### config.mk
export PLATFORM = sky130hd
export DESIGN_NAME = cprv_if_stage_flat
export DESIGN_NICKNAME = d
export VERILOG_FILES = /design/src/rtl/cprv_if_stage_if.sv /design/src/rtl/cprv_if_stage.sv /design/src/flat_wrapper.sv
export SDC_FILE = /design/constraint.sdc
export NUM_CORES = 1
export LEC_CHECK = 0
export BUFFER_PORTS_ARGS = -buffer_cell sky130_fd_sc_hd__buf_2
export CAP_MARGIN = 25
export CORE_MARGIN = 5
export CORE_UTILIZATION = 40
export CTS_CLUSTER_DIAMETER = 200
export DETAILED_ROUTE_END_ITERATION = 12
export HOLD_SLACK_MARGIN = 0.1
export PLACE_DENSITY = 0.66
export SETUP_SLACK_MARGIN = 0.15
export SLEW_MARGIN = 10
export SYNTH_ARGS = -nofsm -noshare
export SYNTH_HDL_FRONTEND = slang
export SYNTH_SLANG_ARGS = --single-unit
### constraint.sdc
create_clock -name clk -period 9.85 [get_ports clk]
set_clock_uncertainty 0.15 [all_clocks]
set_input_delay 1.97 -clock clk [delete_from_list [all_inputs] [get_ports clk]]
set_output_delay 1.97 -clock clk [all_outputs]
set_load 0.005 [all_outputs]
### src/rtl/cprv_if_stage_if.sv
// Bus bundle between the instruction-fetch stage, instruction memory and decode.
// Handshakes: a fetch is accepted on a rising edge where imem_req_o && imem_gnt_i; responses
// return in order, one per cycle, no earlier than the cycle after grant (imem_rvalid_i has no
// back-pressure); an instruction moves to decode on a rising edge where valid_id_o && ready_id_i.
interface cprv_if_stage_if #(
  parameter int INSTR_WIDTH = 32,
  parameter int ADDR_WIDTH  = 64
);
  logic                   imem_req_o;
  logic [ADDR_WIDTH-1:0]  imem_addr_o;
  logic                   imem_gnt_i;
  logic                   imem_rvalid_i;
  logic [INSTR_WIDTH-1:0] imem_rdata_i;
  logic                   redirect_i;
  logic [ADDR_WIDTH-1:0]  redirect_pc_i;
  logic                   valid_id_o;
  logic                   ready_id_i;
  logic [INSTR_WIDTH-1:0] instr_data_id_o;
  logic [ADDR_WIDTH-1:0]  pc_id_o;

  modport master (
    output imem_req_o, imem_addr_o, valid_id_o, instr_data_id_o, pc_id_o,
    input  imem_gnt_i, imem_rvalid_i, imem_rdata_i, redirect_i, redirect_pc_i, ready_id_i
  );

  modport slave (
    input  imem_req_o, imem_addr_o, valid_id_o, instr_data_id_o, pc_id_o,
    output imem_gnt_i, imem_rvalid_i, imem_rdata_i, redirect_i, redirect_pc_i, ready_id_i
  );
endinterface

### src/rtl/cprv_if_stage.sv
// Instruction fetch stage: credit-limited fetch PC, tag FIFO of issued PCs, instruction buffer
// toward decode, and redirect handling that drops responses of abandoned fetches.
module cprv_if_stage #(
  parameter int                    INSTR_WIDTH = 32,
  parameter int                    ADDR_WIDTH  = 64,
  parameter logic [ADDR_WIDTH-1:0] RESET_PC    = 64'h0,
  parameter int                    BUF_DEPTH   = 2
) (
  input  logic            clk,
  input  logic            rst_n,
  cprv_if_stage_if.master bus
);
  localparam int PW  = (BUF_DEPTH > 1) ? $clog2(BUF_DEPTH) : 1;
  localparam int CW  = PW + 1;
  localparam int CW1 = CW + 1;
  localparam logic [CW:0] DEPTH_L = CW1'(BUF_DEPTH);

  logic                   run_q;
  logic [ADDR_WIDTH-1:0]  pc_q;
  logic [CW-1:0]          outst_q;
  logic [CW-1:0]          discard_q;
  logic [CW-1:0]          count_q;
  logic [PW-1:0]          rd_q;
  logic [PW-1:0]          wr_q;
  logic [PW-1:0]          tag_rd_q;
  logic [PW-1:0]          tag_wr_q;
  logic [INSTR_WIDTH-1:0] data_mem [BUF_DEPTH];
  logic [ADDR_WIDTH-1:0]  pc_mem   [BUF_DEPTH];
  logic [ADDR_WIDTH-1:0]  tag_mem  [BUF_DEPTH];

  logic          valid;
  logic          rsp;
  logic          live;
  logic          drop;
  logic          pop;
  logic          req;
  logic          grant;
  logic [CW:0]   used;

  // A pop this cycle frees a credit immediately so a full-rate stream never stalls.
  always_comb begin
    valid = (count_q != '0);
    rsp   = bus.imem_rvalid_i && (outst_q != '0);
    live  = rsp && (discard_q == '0) && !bus.redirect_i;
    drop  = rsp && (discard_q != '0) && !bus.redirect_i;
    pop   = valid && bus.ready_id_i && !bus.redirect_i;
    used  = {1'b0, outst_q} + {1'b0, count_q} - {{CW{1'b0}}, pop};
    req   = run_q && !bus.redirect_i && (used < DEPTH_L);
    grant = req && bus.imem_gnt_i;
  end

  assign bus.imem_req_o      = req;
  assign bus.imem_addr_o     = pc_q;
  assign bus.valid_id_o      = valid;
  assign bus.instr_data_id_o = valid ? data_mem[rd_q] : '0;
  assign bus.pc_id_o         = valid ? pc_mem[rd_q]   : '0;

  always_ff @(posedge clk or negedge rst_n) begin
    if (!rst_n) begin
      run_q     <= 1'b0;
      pc_q      <= RESET_PC;
      outst_q   <= '0;
      discard_q <= '0;
      count_q   <= '0;
      rd_q      <= '0;
      wr_q      <= '0;
      tag_rd_q  <= '0;
      tag_wr_q  <= '0;
    end else begin
      run_q <= 1'b1;
      if (grant && !rsp) begin
        outst_q <= outst_q + CW'(1);
      end else if (!grant && rsp) begin
        outst_q <= outst_q - CW'(1);
      end
      if (bus.redirect_i) begin
        // Everything still in flight after this edge belongs to the abandoned path.
        pc_q      <= {bus.redirect_pc_i[ADDR_WIDTH-1:2], 2'b00};
        discard_q <= outst_q - CW'(rsp);
        count_q   <= '0;
        rd_q      <= '0;
        wr_q      <= '0;
        tag_rd_q  <= '0;
        tag_wr_q  <= '0;
      end else begin
        if (grant) begin
          pc_q     <= pc_q + ADDR_WIDTH'(4);
          tag_wr_q <= tag_wr_q + PW'(1);
        end
        if (drop) begin
          discard_q <= discard_q - CW'(1);
        end
        if (live) begin
          wr_q     <= wr_q + PW'(1);
          tag_rd_q <= tag_rd_q + PW'(1);
        end
        if (pop) begin
          rd_q <= rd_q + PW'(1);
        end
        count_q <= count_q + CW'(live) - CW'(pop);
      end
    end
  end

  always_ff @(posedge clk) begin
    if (grant) begin
      tag_mem[tag_wr_q] <= pc_q;
    end
    if (live) begin
      data_mem[wr_q] <= bus.imem_rdata_i;
      pc_mem[wr_q]   <= tag_mem[tag_rd_q];
    end
  end
endmodule

### src/flat_wrapper.sv
// flat-port wrapper written by rule: the top's interface ports become plain ports
module cprv_if_stage_flat 
#(
  parameter int                    INSTR_WIDTH = 32,
  parameter int                    ADDR_WIDTH  = 64,
  parameter logic [ADDR_WIDTH-1:0] RESET_PC    = 64'h0,
  parameter int                    BUF_DEPTH   = 2
)
  (clk, rst_n, bus_imem_req_o, bus_imem_addr_o, bus_valid_id_o, bus_instr_data_id_o, bus_pc_id_o, bus_imem_gnt_i, bus_imem_rvalid_i, bus_imem_rdata_i, bus_redirect_i, bus_redirect_pc_i, bus_ready_id_i);
  cprv_if_stage_if #(.INSTR_WIDTH(INSTR_WIDTH), .ADDR_WIDTH(ADDR_WIDTH)) bus_i ();
  input  logic clk;
  input  logic rst_n;
  output wire logic [$bits(bus_i.imem_req_o)-1:0] bus_imem_req_o;
  output wire logic [$bits(bus_i.imem_addr_o)-1:0] bus_imem_addr_o;
  output wire logic [$bits(bus_i.valid_id_o)-1:0] bus_valid_id_o;
  output wire logic [$bits(bus_i.instr_data_id_o)-1:0] bus_instr_data_id_o;
  output wire logic [$bits(bus_i.pc_id_o)-1:0] bus_pc_id_o;
  input wire logic [$bits(bus_i.imem_gnt_i)-1:0] bus_imem_gnt_i;
  input wire logic [$bits(bus_i.imem_rvalid_i)-1:0] bus_imem_rvalid_i;
  input wire logic [$bits(bus_i.imem_rdata_i)-1:0] bus_imem_rdata_i;
  input wire logic [$bits(bus_i.redirect_i)-1:0] bus_redirect_i;
  input wire logic [$bits(bus_i.redirect_pc_i)-1:0] bus_redirect_pc_i;
  input wire logic [$bits(bus_i.ready_id_i)-1:0] bus_ready_id_i;
  assign bus_imem_req_o = bus_i.imem_req_o;
  assign bus_imem_addr_o = bus_i.imem_addr_o;
  assign bus_valid_id_o = bus_i.valid_id_o;
  assign bus_instr_data_id_o = bus_i.instr_data_id_o;
  assign bus_pc_id_o = bus_i.pc_id_o;
  assign bus_i.imem_gnt_i = bus_imem_gnt_i;
  assign bus_i.imem_rvalid_i = bus_imem_rvalid_i;
  assign bus_i.imem_rdata_i = bus_imem_rdata_i;
  assign bus_i.redirect_i = bus_redirect_i;
  assign bus_i.redirect_pc_i = bus_redirect_pc_i;
  assign bus_i.ready_id_i = bus_ready_id_i;
  cprv_if_stage #(.INSTR_WIDTH(INSTR_WIDTH), .ADDR_WIDTH(ADDR_WIDTH), .RESET_PC(RESET_PC), .BUF_DEPTH(BUF_DEPTH)) u_core (.clk(clk), .rst_n(rst_n), .bus(bus_i));
endmodule
==> impl_metrics.tcl, run 1 <==
set metrics [dict create \
    via_per_inst 5.38 \
    synth.largest_area_cell "edfxtp_1" \
    routedWlPerCell_um 21.7 \
    cp_max_fo 81 \
    insertion_delay_ps 540 \
    coreArea_mm2 0.0406 \
    period_minus_slack_ps 6410 \
    setup_ws_ps 3440 \
    dp_slack_ps 2970 \
    grt_pass1_vias 10733 \
    final_area_mm2 0.0196 \
    antenna_found_initial 3 \
    path_class "in2out" \
    synthDistinctLibCells 60 \
    finalSetupViolCount 0 \
    cts-htree-levels 2 \
    drive_gt1_share_pct 28.9 \
    crit_path_end_kind "output pin" \
    multi_input_area_mm2 0.00482 \
    area_growth_pct 20.3 \
    ios 264 \
    cts-root-buf "clkbuf_16" \
    hold_violations 0 \
    ys_ff_latch 385 \
    status "completed" \
    numCtsBuffers 40 \
    postRouteAntennaNets 0 \
    cts_post_setup_buffers_inserted 0 \
    die_h_um 212 \
    synth_edf_count 312 \
    synth.cell_area_mm2 0.0163 \
    grt_pass1_wl_um 65200 \
    cts_sinks 385 \
    die_area_mm2 0.0448 \
    hpwl_um 29100 \
    hold_buffers 0 \
    initial_core_util_pct 40.2 \
    worst_pin_slew_ps 909 \
    dpl_cell_area_mm2 0.0182 \
    slew_headroom_pct 39.4 \
    drt_wl_total_um 43400 \
    cts_tree "built" \
    hold_slack_ps 404 \
    power.total_mw 4.25 \
    cellPowerDensity_mw_per_mm2 217 \
    dr.pass1.iters 5 \
    leakage_nw 7.22 \
    crit_arrival_ps 4290 \
    synth.top_cell.area_share_pct 57.5 \
    startpoint_type "input pin" \
    initialDrtViolationCount 841 \
    most-common-layout-cells "edfxtp_1, buf_2, nor2_1, mux2i_1, nand2_1" \
    numPortBuffers 257 \
    remaining_drc_errors 0 \
    clock.fmax_mhz 156 \
    yosys-top-cells-area "edfxtp_1, dfrtp_1, mux2i_1" \
    setup-tns-final_ps 0 \
    placementRows 74 \
    place_congestion 0.883 \
    grt_use_total_pct 18.9 \
    yosys_warnings 0 \
    cts_resized 0 \
    critical_path_required_ps 7730 \
    finalMaxSlewViolations 0 \
    syn_avg_cell_area_um2 13.8 \
    yosysSeqAreaShare_pct 68.8 \
    fill_cells 3630 \
    async_reset_ff_share_pct 19.0 \
    regArea_mm2 0.0112 \
    post-route-period-util_pct 65.1 \
    ys.flop_type "edfxtp_1" \
    path_clk_slew_ps 60 \
    rsz0062_at_grt "no" \
    maxCapViolCount 0 \
    vias 10781 \
    final_common_cell "edfxtp_1" \
    grt_max_degree 82 \
    ir_worst_vdd_v 0.000118 \
    gr-total-overflow 0 \
    syn_inst 1179 \
    finalNetCount 1548 \
    cts_buffer_depth 3 \
    die_w_um 212 \
    hold_class "reg2reg" \
]
## layer usage
metal | part of all wire [%] | global-route usage, % | up-vias
li1 | - | - | 4975
met1 | 41 | 25.2 | 5264
met4 | 4.1 | 8.17 | 2
met5 | 0.016 | 0 | -
met3 | 7.5 | 4.22 | 97
met2 | 47 | 30.1 | 443
## sequential cells by signal, summed over array words and instances, names as in the netlist
name,count
u_core.outst_q,2
u_core.wr_q,1
u_core.rd_q,1
u_core.tag_wr_q,1
u_core.tag_mem,124
u_core.run_q,1
u_core.pc_mem,124
u_core.bus.imem_addr_o,62
u_core.data_mem,64
u_core.tag_rd_q,1
u_core.discard_q,2
u_core.count_q,2
## stage by stage
step / std cells / utilization [%]
after floorplan: 1182 / -
after global placement: 1924 / 44.8
after detailed placement: 1926 / 44.9
after CTS: 2000 / 48.2
after global routing: 2003 / 48.3
final: 2003 / 48.3
## cells in the mapped netlist (all sizes together), types with 2 or more instances
library cell  number
clkbuf            43
or4                6
a32oi              3
a21bo              2
o211ai            14
nand4b             3
o311ai            14
inv               19
o21ai             35
and4               9
a31oi              8
o31ai              2
nor2             140
a22oi              4
mux2              62
o221ai             3
dfrtp             73
conb               2
xnor2              8
nand2b             5
a31o               2
ha                 8
mux2i            100
edfxtp           312
nand4             36
or2                2
and3              13
buf               18
and2               5
nor3              17
nand3             50
a21oi             20
or3               10
a21o               5
nor4               8
nand2             92
xor2               7
a221o              9
## worst max-delay path, cell delays in order
cell and delay [ps]:
buf_2 70, buf_4 670, nor2_1 170, ha_1 310, nand2b_1 150, fa_1 430, and3b_1 210, and2_1 160
buf_2 130
## cells by family (layout without fill, tap and decap cells)
family | count (synthesis) | count (layout) | share of synthesized area (%)
compound gates | 125 | 125 | 5.24
xor+xnor | 15 | 15 | 0.807
fa+ha+maj | 9 | 9 | 0.738
buf+inv | 81 | 368 | 1.97
flops | 385 | 385 | 68.8
mux | 162 | 162 | 10.4
other cells | 2 | 7 | 0.0461
simple gates | 400 | 400 | 12.0
## worst paths after layout
check,start,end,slack [ps],cells after the start
worst max-delay path,bus_redirect_i,bus_imem_req_o,3440,9
max in group asynchronous,rst_n,u_core.bus.imem_addr_o[3]$_DFFE_PN0P_,7750,2
worst min-delay path,u_core.outst_q[0]$_DFFE_PN0P_,u_core.outst_q[0]$_DFFE_PN0P_,400,1
worst max register to register,u_core.count_q[1]$_DFF_PN0_,u_core.tag_mem[0][14]$_DFFE_PP_,5170,12
worst min register to register,u_core.outst_q[0]$_DFFE_PN0P_,u_core.outst_q[0]$_DFFE_PN0P_,400,1
min in group asynchronous,rst_n,u_core.discard_q[0]$_DFFE_PN0P_,1220,1
## power by group
| part | internal (mW) | leakage [nW] | total, mW | switching (mW) |
|---|---|---|---|---|
| combinational | 0.274 | 2.85 | 0.640 | 0.366 |
| sequential | 1.91 | 3.71 | 2.06 | 0.145 |
| clock | 0.935 | 0.659 | 1.55 | 0.618 |
## layout make-up
class	count	area share [%]
multi-input combinational	716	24.6
timing repair buffer	274	7.54
clock inverter	20	1.34
tap	532	3.40
antenna	2	0.0256
inverter	20	0.383
sequential	385	57.2
clock buffer	54	5.54
No activity file was read; power rests on OpenSTA's default activity.
==> run 2, diff against run 1 <==
- clock period: 9.85 -> 6.2 ns (I/O delays scaled with it)
==> run 2 against run 1 <==
Global-route usage about the same. Via count rose by 0.36%. Largest cell class unchanged. Non-clock buffer count unchanged. Largest power group unchanged. Sequential share of layout area rose by 0.25 points. Final area is 0.43% lower. Final cell count rose by 0.15%. First-iteration DRC count fell by 13%. Setup slack lost 1500 ps. Die area unchanged. Power rose by 56%.
==> impl_metrics.tcl, run 2 (synthesis gave the netlist of run 1 again) <==
set metrics [dict create \
    status "completed" \
    pwr-share-comb_pct 14.9 \
    period_minus_slack_ps 4290 \
    clock.fmax_mhz 233 \
    placementRows 74 \
    path_cells "buf_2 > nand2_1 > nor2_1 > ha_1 > nand2b_1 > fa_1 > and3b_1 > and2_1 > buf_2" \
    p_sw_share_pct 27.0 \
    hold_buffers 0 \
    numCtsBuffers 41 \
    worst_pin_slew_ps 1010 \
    cts_resized 0 \
    cts_sinks 385 \
    drt_wl_total_um 43300 \
    numPortBuffers 257 \
    cp_max_fo 2 \
    antenna_found_initial 5 \
    finalSetupViolCount 0 \
    setup-tns-final_ps 0 \
    clkPwrFrac_pct 35.7 \
    initialDrtViolationCount 734 \
    gr-total-overflow 0 \
    startpoint_type "input pin" \
    path_class "in2out" \
    vias 10820 \
    crit_path_end_kind "output pin" \
    cts_tree "built" \
    cts-root-buf "clkbuf_16" \
    hold_violations 0 \
    die_area_mm2 0.0448 \
    cts_buffer_depth 3 \
    top_regs "u_core.pc_mem x124, u_core.tag_mem x124, u_core.data_mem x64" \
    placed_cells 1926 \
    post-route-period-util_pct 69.1 \
    most-common-layout-cells "edfxtp_1, buf_2, nor2_1, mux2i_1, nand2_1" \
    place_congestion 0.899 \
    cellPowerDensity_mw_per_mm2 340 \
    coreArea_mm2 0.0406 \
    initial_core_util_pct 40.2 \
    fin_cells 2006 \
    die_w_um 212 \
    via_per_inst 5.39 \
    final_area_mm2 0.0195 \
    leakage_nw 7.18 \
    final_common_cell "edfxtp_1" \
    insertion_delay_ps 540 \
    grt_use_total_pct 18.9 \
    dr.pass1.iters 5 \
    crit_arrival_ps 2900 \
    finalNetCount 1549 \
    grt_pass1_wl_um 65000 \
    critical-path-slowest-cell "fa_1" \
    ir_worst_vdd_v 0.000196 \
    cts-htree-levels 2 \
    rsz0062_at_grt "no" \
    routedWlPerCell_um 21.6 \
    remaining_drc_errors 0 \
    slew_headroom_pct 32.8 \
    cts_post_setup_buffers_inserted 0 \
    critPathMaxStageDelay_ps 480 \
    critical_path_required_ps 4810 \
    seqPwrFrac_pct 49.4 \
    area_growth_pct 19.8 \
    power.total_mw 6.63 \
    p_sw_mw 1.79 \
    finalMaxSlewViolations 0 \
    die_h_um 212 \
    dpl_cell_area_mm2 0.0182 \
    fill_cells 3596 \
    cp_common_cell "buf_2" \
    grt_max_degree 81 \
    path_clk_slew_ps 60 \
    hpwl_um 28500 \
    grt_pass1_vias 10836 \
    p_int_mw 4.84 \
    drive_gt1_share_pct 28.9 \
    maxCapViolCount 0 \
    ios 264 \
    postRouteAntennaNets 0 \
    hold_class "reg2reg" \
]
==> run 2: changes by cell type in the layout (fill, tap and decap cells not counted), sizes merged <==
| cell | change |
|---|---|
| bufinv | -4 |
| clkinvlp | +2 |
| diode | +2 |
| clkbuf | +1 |
| clkinv | +1 |
| inv | +1 |
==> run 2: final timing paths <==
kind | startpoint | to | slack, ps | depth (start not counted)
worst max-delay path | bus_ready_id_i | bus_imem_req_o | 1910 | 9
worst min-delay path | u_core.outst_q[0]$_DFFE_PN0P_ | u_core.outst_q[0]$_DFFE_PN0P_ | 390 | 1
worst max register to register | u_core.count_q[1]$_DFF_PN0_ | u_core.tag_mem[1][14]$_DFFE_PP_ | 2450 | 12
worst min register to register | u_core.outst_q[0]$_DFFE_PN0P_ | u_core.outst_q[0]$_DFFE_PN0P_ | 390 | 1
max in group asynchronous | rst_n | u_core.bus.imem_addr_o[29]$_DFFE_PN0P_ | 4830 | 2
min in group asynchronous | rst_n | u_core.run_q$_DFF_PN0_ | 460 | 1
==> run 2: worst max-delay path, delay by kind of cell <==
kind                     cells  cell delay (ps)
AND/OR/NAND/NOR              5              720
adder cells (fa/ha/maj)      2              730
buffers and inverters        2              200
==> run 2: cell type report <==
| type | count | area [um^2] | share of cell area [%] |
|---|---|---|---|
| Multi-Input combinational cell | 716 | 4820 | 24.7 |
| Sequential cell | 385 | 11200 | 57.4 |
| Tap cell | 532 | 666 | 3.41 |
| Clock buffer | 55 | 1130 | 5.80 |
| Timing Repair Buffer | 274 | 1440 | 7.37 |
| Antenna cell | 4 | 10.0 | 0.0513 |
| Clock inverter | 20 | 165 | 0.847 |
| Inverter | 20 | 75.1 | 0.385 |
==> run 2: routing by layer <==
metal / wire (um) / GRT usage [%]
met5: 20 / 0
met2: 20700 / 30.9
met1: 18200 / 25.7
met4: 1380 / 6.57
met3: 2930 / 3.22
==> run 2: through the flow <==
| step | worst slack [ps] | utilization, % | hold slack, ps |
|---|---|---|---|
| 2_1_floorplan | 284 | - | 331 |
| 3_3_place_gp | 1720 | 44.8 | 367 |
| 3_5_place_dp | 1660 | 44.8 | 378 |
| 4_1_cts | 1890 | 48.0 | 391 |
| 5_1_grt | 1770 | 48.1 | 423 |
| 6_report | 1910 | 48.1 | 392 |
==> run 2: power groups by stage <==
stage	Sequential (mW)	Combinational, mW	Clock (mW)
floorplan	3.22	0.633	0
global placement	3.32	0.980	0
detailed placement	3.33	1.00	0
CTS	3.28	1.01	2.42
global route	3.30	1.10	2.54
finish	3.28	0.987	2.37
==> run 3, diff against run 2 <==
- PLACE_DENSITY: 0.66 -> 0.68
- clock period: 6.2 -> 3.6 ns (I/O delays scaled with it)
==> run 3 against run 2 <==
Utilization up 0.66 points. Critical path depth is 1 higher. Non-clock buffer count rose by 22. Final cell count up 0.80%. Clock power grew 66%. Highest routed layer is now met4.
==> impl_metrics.tcl, run 3 (synthesis gave the netlist of run 1 again) <==
set metrics [dict create \
    dr.pass1.iters 5 \
    via_per_inst 5.38 \
    critPathMaxStageDelay_ps 410 \
    initial_core_util_pct 40.2 \
    power.total_mw 11.4 \
    maxCapViolCount 0 \
    remaining_drc_errors 0 \
    min-delay-start "bus_imem_rdata_i[29]" \
    cellPowerDensity_mw_per_mm2 575 \
    dpl_cell_area_mm2 0.0184 \
    die_w_um 212 \
    drt_wl_total_um 42900 \
    path_clk_slew_ps 60 \
    period_minus_slack_ps 3400 \
    ios 264 \
    regArea_mm2 0.0112 \
    post-route-period-util_pct 94.3 \
    pwr-share-comb_pct 15.7 \
    p_sw_share_pct 26.9 \
    cts-root-buf "clkbuf_16" \
    placed_cells 1944 \
    fin_cells 2022 \
    coreArea_mm2 0.0406 \
    p_int_mw 8.30 \
    die_h_um 212 \
    final_area_mm2 0.0198 \
    cp_top_family "simple AND/OR/NAND/NOR gates" \
    worst_pin_slew_ps 920 \
    path_cells "nor2_4 > inv_2 > nand2_4 > nor2_4 > ha_4 > nand2b_4 > fa_1 > and3b_2 > and2_4 > buf_2" \
    finalMaxSlewViolations 0 \
    cts-htree-levels 2 \
    numPortBuffers 257 \
    p_sw_mw 3.06 \
    crit_buf_inv 2 \
    vias 10883 \
    clock.fmax_mhz 295 \
    status "completed" \
    critical_path_required_ps 2730 \
    cp_max_fo 2 \
    postRouteAntennaNets 0 \
    finalSetupViolCount 0 \
    seqPwrFrac_pct 49.6 \
    numCtsBuffers 40 \
    clkPwrFrac_pct 34.7 \
    drive_gt1_share_pct 30.1 \
    top_regs "u_core.pc_mem x124, u_core.tag_mem x124, u_core.data_mem x64" \
    hpwl_um 28900 \
    cts_tree "built" \
    grt_use_total_pct 18.6 \
    multi_input_area_mm2 0.00486 \
    place_congestion 0.918 \
    critPathLaunch "u_core.count_q[1]$_DFF_PN0_" \
    die_area_mm2 0.0448 \
    final_common_cell "edfxtp_1" \
    crit_arrival_ps 2530 \
    startpoint_type "register" \
    leakage_nw 7.29 \
    ir_worst_vdd_v 0.000279 \
    hold_violations 0 \
    most-common-layout-cells "edfxtp_1, buf_2, nor2_1, mux2i_1, nand2_1" \
    critical-path-slowest-cell "dfrtp_1" \
    rsz0062_at_grt "yes" \
    r2r-start "u_core.count_q[1]$_DFF_PN0_" \
    cts_sinks 385 \
    path_class "reg2out" \
    cts_buffer_depth 3 \
    grt_max_degree 81 \
    grt_pass1_vias 10620 \
    antenna_found_initial 0 \
    grt_pass1_wl_um 63900 \
    num_antenna_cells 0 \
    area_growth_pct 21.4 \
    gr-total-overflow 0 \
    utilization_pct 48.7 \
    initialDrtViolationCount 850 \
    slew_headroom_pct 38.7 \
    crit_path_end_kind "output pin" \
    finalNetCount 1570 \
    placementRows 74 \
    fill_cells 3591 \
    routedWlPerCell_um 21.2 \
    insertion_delay_ps 550 \
    hold_class "in2reg" \
    cp_common_cell "nor2_4" \
]
-- run 3: cell count changes in the layout (fill, tap and decap cells not counted), moves of 4 or more --
cell and change:
buf_4 +11, buf_12 +9, clkinv_1 +5, clkinv_2 -4, diode_2 -4
-- run 3: worst reg2reg max path, stage by stage, from the launching register on --
cell and delay (ps):
dfrtp_1 410, nor2_4 140, inv_2 60, nand2_4 70
nor2_4 40, ha_4 210, nand2b_4 140, fa_1 470
and3b_2 190, nand3_2 80, clkinv_1 100, buf_4 210
buf_4 330, nand2_1 180, o211ai_1 190, o311ai_0 150
-- run 3: through the flow --
step | TNS (ps) | hold slack [ps] | setup slack (ps)
after detailed placement | -339 | 387 | -53.1
after global routing | 0 | 183 | 95.1
after global placement | 0 | 369 | 8.93
after floorplan | -91890 | 274 | -534
final | 0 | 209 | 205
after CTS | 0 | 176 | 161
-- run 3: repair_timing --
action / 4_1_cts / 5_1_grt
gates resized for setup: 6 / 3
setup endpoints to repair: 13 / 18
pin swaps: 3 / 3
cloned: 0 / 0
hold buffers: 0 / 1
hold endpoints to repair: 0 / 20
setup buffers: 2 / 1
-- run 3: path summary, 6_finish.rpt --
check / slack, ps / cells after the start / end
max: 200 / 10 / bus_imem_req_o
min: 210 / 1 / u_core.data_mem[1][29]$_DFFE_PP_
max reg2reg: 340 / 15 / u_core.bus.imem_addr_o[14]$_DFFE_PN0P_
min reg2reg: 400 / 1 / u_core.outst_q[0]$_DFFE_PN0P_
max in group asynchronous: 2240 / 3 / u_core.count_q[0]$_DFF_PN0_
min in group asynchronous: 450 / 2 / u_core.bus.imem_addr_o[59]$_DFFE_PN0P_
-- run 3: layout make-up --
cell class / instances / area share [%]
sequential: 385 / 56.7
tap: 532 / 3.37
timing repair buffer: 296 / 8.70
clock buffer: 51 / 5.43
multi-input combinational: 716 / 24.6
clock inverter: 22 / 0.867
inverter: 20 / 0.380
-- run 3: power by group through the flow --
stage | logic (mW) | registers, mW | clock network (mW)
after floorplan | 1.11 | 5.55 | 0
after global placement | 1.74 | 5.72 | 0
after detailed placement | 1.78 | 5.74 | 0
after CTS | 1.81 | 5.64 | 4.03
after global routing | 1.96 | 5.68 | 4.21
final | 1.78 | 5.64 | 3.94
-- run 3: layer usage --
layer,global-route usage [%],up-vias,wire length [um]
li1,-,5014,-
met1,24.8,5393,17700
met2,30.3,410,20700
met3,3.96,66,3190
met4,6.31,0,1270
met5,0,-,0
